File: src/rtl/vend_order_issuer_if.sv
`default_nettype none
// ============================================================================
// Module   : vend_order_issuer_if
// Brief    : Host order/result handshakes and seller-side strobe/reply bus
//            for the vending order issuer.
// Revision : 1.0 - initial release
// ============================================================================
interface vend_order_issuer_if;
  // host order side
  logic       ord_valid_i;
  logic       ord_ready_o;
  logic [5:0] ord_money_i;
  logic [1:0] ord_type_i;
  // host result side
  logic       res_valid_o;
  logic       res_ready_i;
  logic [5:0] res_change_o;
  logic [1:0] res_drink_o;
  logic       res_timeout_o;
  // seller side
  logic       sell_ready_i;
  logic       sell_enable_o;
  logic [5:0] sell_money_o;
  logic [1:0] sell_type_o;
  logic       sell_enable_i;
  logic [5:0] sell_change_i;
  logic [1:0] sell_drink_i;

  // issuer view
  modport master (
    input  ord_valid_i, ord_money_i, ord_type_i, res_ready_i,
           sell_ready_i, sell_enable_i, sell_change_i, sell_drink_i,
    output ord_ready_o, res_valid_o, res_change_o, res_drink_o, res_timeout_o,
           sell_enable_o, sell_money_o, sell_type_o
  );

  // host / seller environment view
  modport slave (
    output ord_valid_i, ord_money_i, ord_type_i, res_ready_i,
           sell_ready_i, sell_enable_i, sell_change_i, sell_drink_i,
    input  ord_ready_o, res_valid_o, res_change_o, res_drink_o, res_timeout_o,
           sell_enable_o, sell_money_o, sell_type_o
  );
endinterface
`default_nettype wire

File: src/rtl/vend_order_issuer.sv
`default_nettype none
// ============================================================================
// Module   : vend_order_issuer
// Brief    : Buffers host drink orders in a FIFO, strobes them one at a time
//            into the autoseller, waits (bounded) for its reply and returns
//            the change/drink result to the host.
// Revision : 1.0 - initial release
// ============================================================================
module vend_order_issuer #(
  parameter int DEPTH   = 4,
  parameter int TIMEOUT = 64,
  parameter int CNT_W   = 8
) (
  input  wire logic             clk,
  input  wire logic             reset_n,
  vend_order_issuer_if.master   bus,
  output logic                  busy_o,
  output logic                  stray_o,
  output logic [CNT_W-1:0]      done_cnt_o
);

  localparam int AW = $clog2(DEPTH);
  localparam int TW = $clog2(TIMEOUT) + 1;

  typedef enum logic [1:0] {
    S_IDLE  = 2'd0,
    S_ISSUE = 2'd1,
    S_WAIT  = 2'd2,
    S_RESP  = 2'd3
  } state_t;

  state_t           state_q, state_d;
  logic [AW:0]      wr_ptr_q, wr_ptr_d;
  logic [AW:0]      rd_ptr_q, rd_ptr_d;
  logic [7:0]       mem_q [DEPTH];
  logic [TW-1:0]    timer_q, timer_d;
  logic             sell_en_q, sell_en_d;
  logic [5:0]       sell_money_q, sell_money_d;
  logic [1:0]       sell_type_q, sell_type_d;
  logic [5:0]       res_change_q, res_change_d;
  logic [1:0]       res_drink_q, res_drink_d;
  logic             res_timeout_q, res_timeout_d;
  logic             stray_q, stray_d;
  logic [CNT_W-1:0] done_q, done_d;

  logic             empty;
  logic             full;
  logic             push;
  logic             pop;
  logic [7:0]       head;

  // FIFO flags come only from registered pointers, so a pop never raises ready in the same cycle
  assign empty = (wr_ptr_q == rd_ptr_q);
  assign full  = (wr_ptr_q[AW] != rd_ptr_q[AW]) &&
                 (wr_ptr_q[AW-1:0] == rd_ptr_q[AW-1:0]);
  assign push  = bus.ord_valid_i & ~full;
  assign head  = mem_q[rd_ptr_q[AW-1:0]];

  // FIFO storage: entry packs {money, type}
  always_ff @(posedge clk) begin
    if (push) mem_q[wr_ptr_q[AW-1:0]] <= {bus.ord_money_i, bus.ord_type_i};
  end

  // Next-state, FIFO pointer, timer and output-register computation
  always_comb begin
    state_d       = state_q;
    timer_d       = timer_q;
    sell_en_d     = 1'b0;
    sell_money_d  = 6'd0;
    sell_type_d   = 2'd0;
    res_change_d  = res_change_q;
    res_drink_d   = res_drink_q;
    res_timeout_d = res_timeout_q;
    done_d        = done_q;
    pop           = 1'b0;
    // a seller reply anywhere but WAIT is unexpected and latched for debug
    stray_d       = stray_q | (bus.sell_enable_i & (state_q != S_WAIT));

    case (state_q)
      S_IDLE: begin
        if (!empty && bus.sell_ready_i) begin
          // register the head now so the strobe and its data appear together in ISSUE
          state_d      = S_ISSUE;
          pop          = 1'b1;
          sell_en_d    = 1'b1;
          sell_money_d = head[7:2];
          sell_type_d  = head[1:0];
          timer_d      = '0;
        end
      end
      S_ISSUE: begin
        // timer counts from the strobe, so WAIT cycle n sees timer == n
        state_d = S_WAIT;
        timer_d = timer_q + TW'(1);
      end
      S_WAIT: begin
        timer_d = timer_q + TW'(1);
        if (bus.sell_enable_i) begin
          // a reply on the last allowed cycle still beats the timeout
          state_d       = S_RESP;
          res_change_d  = bus.sell_change_i;
          res_drink_d   = bus.sell_drink_i;
          res_timeout_d = 1'b0;
        end else if (timer_q == TW'(TIMEOUT - 1)) begin
          state_d       = S_RESP;
          res_change_d  = 6'd0;
          res_drink_d   = 2'd0;
          res_timeout_d = 1'b1;
        end
      end
      S_RESP: begin
        if (bus.res_ready_i) begin
          state_d = S_IDLE;
          done_d  = done_q + CNT_W'(1);
        end
      end
      default: state_d = S_IDLE;
    endcase

    wr_ptr_d = wr_ptr_q + {{AW{1'b0}}, push};
    rd_ptr_d = rd_ptr_q + {{AW{1'b0}}, pop};
  end

  // State and output registers; reset discards queued and in-flight orders
  always_ff @(posedge clk or negedge reset_n) begin
    if (!reset_n) begin
      state_q       <= S_IDLE;
      wr_ptr_q      <= '0;
      rd_ptr_q      <= '0;
      timer_q       <= '0;
      sell_en_q     <= 1'b0;
      sell_money_q  <= 6'd0;
      sell_type_q   <= 2'd0;
      res_change_q  <= 6'd0;
      res_drink_q   <= 2'd0;
      res_timeout_q <= 1'b0;
      stray_q       <= 1'b0;
      done_q        <= '0;
    end else begin
      state_q       <= state_d;
      wr_ptr_q      <= wr_ptr_d;
      rd_ptr_q      <= rd_ptr_d;
      timer_q       <= timer_d;
      sell_en_q     <= sell_en_d;
      sell_money_q  <= sell_money_d;
      sell_type_q   <= sell_type_d;
      res_change_q  <= res_change_d;
      res_drink_q   <= res_drink_d;
      res_timeout_q <= res_timeout_d;
      stray_q       <= stray_d;
      done_q        <= done_d;
    end
  end

  assign bus.ord_ready_o   = ~full;
  assign bus.res_valid_o   = (state_q == S_RESP);
  assign bus.res_change_o  = res_change_q;
  assign bus.res_drink_o   = res_drink_q;
  assign bus.res_timeout_o = res_timeout_q;
  assign bus.sell_enable_o = sell_en_q;
  assign bus.sell_money_o  = sell_money_q;
  assign bus.sell_type_o   = sell_type_q;
  assign busy_o            = (state_q != S_IDLE) || !empty;
  assign stray_o           = stray_q;
  assign done_cnt_o        = done_q;

endmodule
`default_nettype wire
File: src/flat_wrapper.sv
// flat-port wrapper written by rule: the top's interface ports become plain ports
module vend_order_issuer_flat 
#(
  parameter int DEPTH   = 4,
  parameter int TIMEOUT = 64,
  parameter int CNT_W   = 8
)
  (clk, reset_n, busy_o, stray_o, done_cnt_o, bus_ord_valid_i, bus_ord_money_i, bus_ord_type_i, bus_res_ready_i, bus_sell_ready_i, bus_sell_enable_i, bus_sell_change_i, bus_sell_drink_i, bus_ord_ready_o, bus_res_valid_o, bus_res_change_o, bus_res_drink_o, bus_res_timeout_o, bus_sell_enable_o, bus_sell_money_o, bus_sell_type_o);
  vend_order_issuer_if bus_i ();
  input  wire logic clk;
  input  wire logic reset_n;
  output logic busy_o;
  output logic stray_o;
  output logic [CNT_W-1:0] done_cnt_o;
  input wire logic [$bits(bus_i.ord_valid_i)-1:0] bus_ord_valid_i;
  input wire logic [$bits(bus_i.ord_money_i)-1:0] bus_ord_money_i;
  input wire logic [$bits(bus_i.ord_type_i)-1:0] bus_ord_type_i;
  input wire logic [$bits(bus_i.res_ready_i)-1:0] bus_res_ready_i;
  input wire logic [$bits(bus_i.sell_ready_i)-1:0] bus_sell_ready_i;
  input wire logic [$bits(bus_i.sell_enable_i)-1:0] bus_sell_enable_i;
  input wire logic [$bits(bus_i.sell_change_i)-1:0] bus_sell_change_i;
  input wire logic [$bits(bus_i.sell_drink_i)-1:0] bus_sell_drink_i;
  output wire logic [$bits(bus_i.ord_ready_o)-1:0] bus_ord_ready_o;
  output wire logic [$bits(bus_i.res_valid_o)-1:0] bus_res_valid_o;
  output wire logic [$bits(bus_i.res_change_o)-1:0] bus_res_change_o;
  output wire logic [$bits(bus_i.res_drink_o)-1:0] bus_res_drink_o;
  output wire logic [$bits(bus_i.res_timeout_o)-1:0] bus_res_timeout_o;
  output wire logic [$bits(bus_i.sell_enable_o)-1:0] bus_sell_enable_o;
  output wire logic [$bits(bus_i.sell_money_o)-1:0] bus_sell_money_o;
  output wire logic [$bits(bus_i.sell_type_o)-1:0] bus_sell_type_o;
  assign bus_i.ord_valid_i = bus_ord_valid_i;
  assign bus_i.ord_money_i = bus_ord_money_i;
  assign bus_i.ord_type_i = bus_ord_type_i;
  assign bus_i.res_ready_i = bus_res_ready_i;
  assign bus_i.sell_ready_i = bus_sell_ready_i;
  assign bus_i.sell_enable_i = bus_sell_enable_i;
  assign bus_i.sell_change_i = bus_sell_change_i;
  assign bus_i.sell_drink_i = bus_sell_drink_i;
  assign bus_ord_ready_o = bus_i.ord_ready_o;
  assign bus_res_valid_o = bus_i.res_valid_o;
  assign bus_res_change_o = bus_i.res_change_o;
  assign bus_res_drink_o = bus_i.res_drink_o;
  assign bus_res_timeout_o = bus_i.res_timeout_o;
  assign bus_sell_enable_o = bus_i.sell_enable_o;
  assign bus_sell_money_o = bus_i.sell_money_o;
  assign bus_sell_type_o = bus_i.sell_type_o;
  vend_order_issuer #(.DEPTH(DEPTH), .TIMEOUT(TIMEOUT), .CNT_W(CNT_W)) u_core (.clk(clk), .reset_n(reset_n), .bus(bus_i), .busy_o(busy_o), .stray_o(stray_o), .done_cnt_o(done_cnt_o));
endmodule
File: config.mk
export PLATFORM = sky130hd
export DESIGN_NAME = vend_order_issuer_flat
export DESIGN_NICKNAME = d
export VERILOG_FILES = /design/src/rtl/vend_order_issuer_if.sv /design/src/rtl/vend_order_issuer.sv /design/src/flat_wrapper.sv
export SDC_FILE = /design/constraint.sdc
export NUM_CORES = 1
export LEC_CHECK = 0
export ABC_CLOCK_PERIOD_IN_PS = 2400
export CORE_MARGIN = 3
export CORE_UTILIZATION = 45
export DETAILED_ROUTE_END_ITERATION = 12
export PLACE_DENSITY_LB_ADDON = 0.25
export SKIP_CTS_REPAIR_TIMING = 1
export SLEW_MARGIN = 20
export SYNTH_ARGS = -nofsm -noshare
export SYNTH_HDL_FRONTEND = slang
export SYNTH_SLANG_ARGS = --single-unit
export TNS_END_PERCENT = 100
File: constraint.sdc
create_clock -name clk -period 2.4 [get_ports clk]
set_input_delay 0.72 -clock clk [delete_from_list [all_inputs] [get_ports clk]]
set_output_delay 0.72 -clock clk [all_outputs]
set_load 0.05 [all_outputs]
==> summary.txt <==
Run status
  • Status: complete, no violations

Finish
  • Core Util, Final: 60.5%
  • Fillers: ~520
  • FF+latch area: between 0.002 and 0.0025 sq mm
  • Share of cells above drive strength 1: a little over an eighth
  • Multi-input logic area: just under 0.001 sq mm
  • Post-route insts no fill: about 340
  • # nets final: ~290
  • Ant diodes: 0
  • Area grow syn2layout: 28.0%
  • Final instance area: between 0.003 and 0.004 sq mm

CTS
  • Number of H-tree levels: 3
  • Clock sink total: 74
  • Max Root-Sink Buffers: 2
  • CTS root buf: clkbuf_8
  • Clock latency on the worst-skew pair: around 0.34 ns
  • CTS tree: yes
  • CTS buffer count: 9
  • Clk slew on worst S/H paths: around 0.080 ns

Place
  • DP Area: 0.00369 sq mm
  • Gpl congestion: 0.796
  • # port buffers: 51
  • Placed cell count: roughly 330
  • Placement Setup Slack: roughly 0.19 ns
  • HPWL Detailed: ~3.7 mm

Global route
  • Total congestion overflow: 0
  • Total GRT Usage: 15.1%
  • Vias in the first global route: ~1800
  • Met1 Use GR: 18.4%
  • Met3 usage: a little under 4%
  • Grt met2 use: between 20% and 30%
  • Busiest grt layer: met2
  • Largest net degree at the start of global routing: 43
  • First-pass GRT wire length: 8.74 mm
  • Initial antenna violation count: 0

Setup path
  • Setup CP Type: reg2out
  • Beginning of the critical path: u_core.done_cnt_o[1]
  • Critical Path RT: between 1.5 and 2 ns
  • Cell family with most CP delay: buffers and inverters
  • Crit start category: register
  • CP cell instances: clkdlybuf4s50_1
  • Levels on crit path: 1
  • CP max stage delay: 0.83 ns
  • Crit path capture: done_cnt_o[1]
  • Reg2reg path depth: 5
  • Crit Reg-Reg Startpoint: u_core.rd_ptr_q[2]
  • CP endpoint kind: output pin
  • Reg2Reg Capture Point: u_core.mem_q[3][0]
  • Setup slack, reg-to-reg: approximately 0.57 ns
  • CP bufs+invs: 1
  • Critical Path Fanout Max: 6
  • Worst path slowest cell: clkdlybuf4s50_1
  • Arrival time worst endpoint: approximately 1.6 ns

STA
  • Setup_tns: 0 ns
  • Post-route minimum period: ~2.3 ns
  • Final worst setup slack: 0.0842 ns
  • Fmax: roughly 430 MHz
  • Endpoints failing setup: 0
  • Slew Limit Fails: 0
  • WHS: around 0.44 ns
  • RSZ-0062 raised after global routing: false
  • Endpoints failing hold: 0
  • Tightest Pin Transition: 0.598 ns
  • Slew headroom: ~60%
  • Setup Skew: about 0.0081 ns
  • Crit share post-route: a little over nine tenths

Logic synthesis
  • Area of the mapped netlist: a little over 0.003 sq mm
  • Netlist cell types: 44
  • Synth Register Bits: 74
  • Sequential-to-total area share from yosys stat: between 60 and 70%
  • Syn Area/Cell: 15.5 sq um
  • Ys Warns: 0
  • Net Count, Synth: about 230
  • Cell count after synthesis: a little under 200
  • Primary FF master, synth: dfrtp_1
  • Synth async-reset ratio: 56.8%
  • Number of synthesized flops with an enable pin: 32

Die
  • Row Count: 29
  • Initial Util: between 40% and 50%
  • Die area: 0.00781 sq mm
  • Ports: between 50 and 60
  • Core Region: between 0.006 and 0.007 sq mm
  • Die Ht: around 90 um
  • Die extent in x: 88.4 um

Route
  • Post-DRT Antenna Nets: 0
  • Vias: around 1800
  • Wirelength per Cell: about 16 um
  • # DRC: 0
  • Drt total wl: between 5 and 6 mm
  • DR pass1 iterations: 4
  • Via density: 5.25
  • Iteration-0 DRC Markers: 54

Worst hold path
  • Hold/Removal Path Class: in2async

Pwr
  • Worst vdd ir: around 0.00052 V
  • Total power: 5.26 mW
  • Power Dens Cells: roughly 1300 mW/mm^2
  • Leak Pwr: approximately 1.6 nW

Flow run
  • MaxCap Viol Count: 0
## logic make-up after synthesis
group	share of synthesized area, %
fa+ha+maj	3.69
simple gates	8.20
xor+xnor	3.93
flops	65.9
buf+inv	2.29
mux	7.91
compound gates	8.07
## placed cells by master (no fill, tap or decap), drive strengths merged, types with 2 or more instances in the layout
cell           Yosys  layout
clkdlybuf4s50      0      45
dfrtp             42      42
edfxtp            32      32
inv                9      12
buf                3      11
and2              10      10
xnor2             10      10
a22o               9       9
clkbuf             3       9
ha                 9       9
mux4               8       8
nand3              8       8
o21ai              8       8
nand2              7       7
nor2               5       5
nor3b              3       3
nor3               3       3
nand4              3       3
and3               3       3
xor2               2       2
a32o               2       2
nand2b             2       2
mux2i              2       2
clkinv             0       2
dlymetal6s2s       0       2
o211ai             2       2
## per-layer routing
metal,vias up,wire length (um)
met4,0,52
met2,36,2850
met1,883,2380
li1,869,-
met5,-,0
met3,7,194
## registers in the layout, summed over array words and instances, names as in the netlist
signal                    count
u_core.done_cnt_o             8
u_core.bus.res_drink_o        2
u_core.timer_q                7
u_core.mem_q                 32
u_core.bus.res_timeout_o      1
u_core.bus.res_change_o       6
u_core.stray_o                1
u_core.bus.sell_money_o       6
u_core.rd_ptr_q               3
u_core.bus.sell_type_o        2
u_core.bus.sell_enable_o      1
u_core.state_q                2
u_core.wr_ptr_q               3
## area by class of cell
type | instances | share of cell area [%]
multi-input cells | 108 | 24.9
clock inverters | 7 | 2.21
repair buffers | 58 | 14.9
inverters | 9 | 0.865
well taps | 77 | 2.47
flip-flops and latches | 74 | 51.5
clock buffers | 9 | 3.17
## worst min-delay path by stage
stage / to / slack [ns] / cells after the start
floorplan: u_core.bus.res_change_o[0] / 0.42 / 0
global placement: u_core.stray_o / 0.44 / 1
detailed placement: u_core.stray_o / 0.45 / 1
CTS: u_core.bus.sell_money_o[5] / 0.45 / 2
global route: u_core.bus.sell_money_o[5] / 0.48 / 2
finish: u_core.state_q[0] / 0.44 / 2
## cell usage after synthesis (2+ instances only)
library cell | instances | area [sq um]
o21ai_0 | 6 | 30.0
nand2_1 | 7 | 26.3
nor3_1 | 3 | 15.0
nand3_1 | 8 | 40.0
xor2_1 | 2 | 17.5
ha_1 | 9 | 113
a22o_1 | 9 | 78.8
and3_1 | 2 | 12.5
a32o_1 | 2 | 20.0
dfrtp_1 | 42 | 1050
nand4_1 | 3 | 18.8
edfxtp_1 | 32 | 961
nand2b_1 | 2 | 12.5
nor3b_1 | 3 | 22.5
mux4_1 | 8 | 210
mux2i_1 | 2 | 20.0
xnor2_1 | 8 | 70.1
xnor2_2 | 2 | 32.5
nor2_1 | 5 | 18.8
and2_1 | 10 | 62.6
inv_1 | 8 | 30.0
clkbuf_1 | 2 | 7.51
## where the power goes
| group | switching, mW | internal [mW] |
|---|---|---|
| clock | 0.499 | 0.501 |
| combinational | 1.38 | 0.937 |
| sequential | 0.229 | 1.71 |
| total | 2.11 | 3.15 |
No activity file was read; power rests on OpenSTA's default activity.
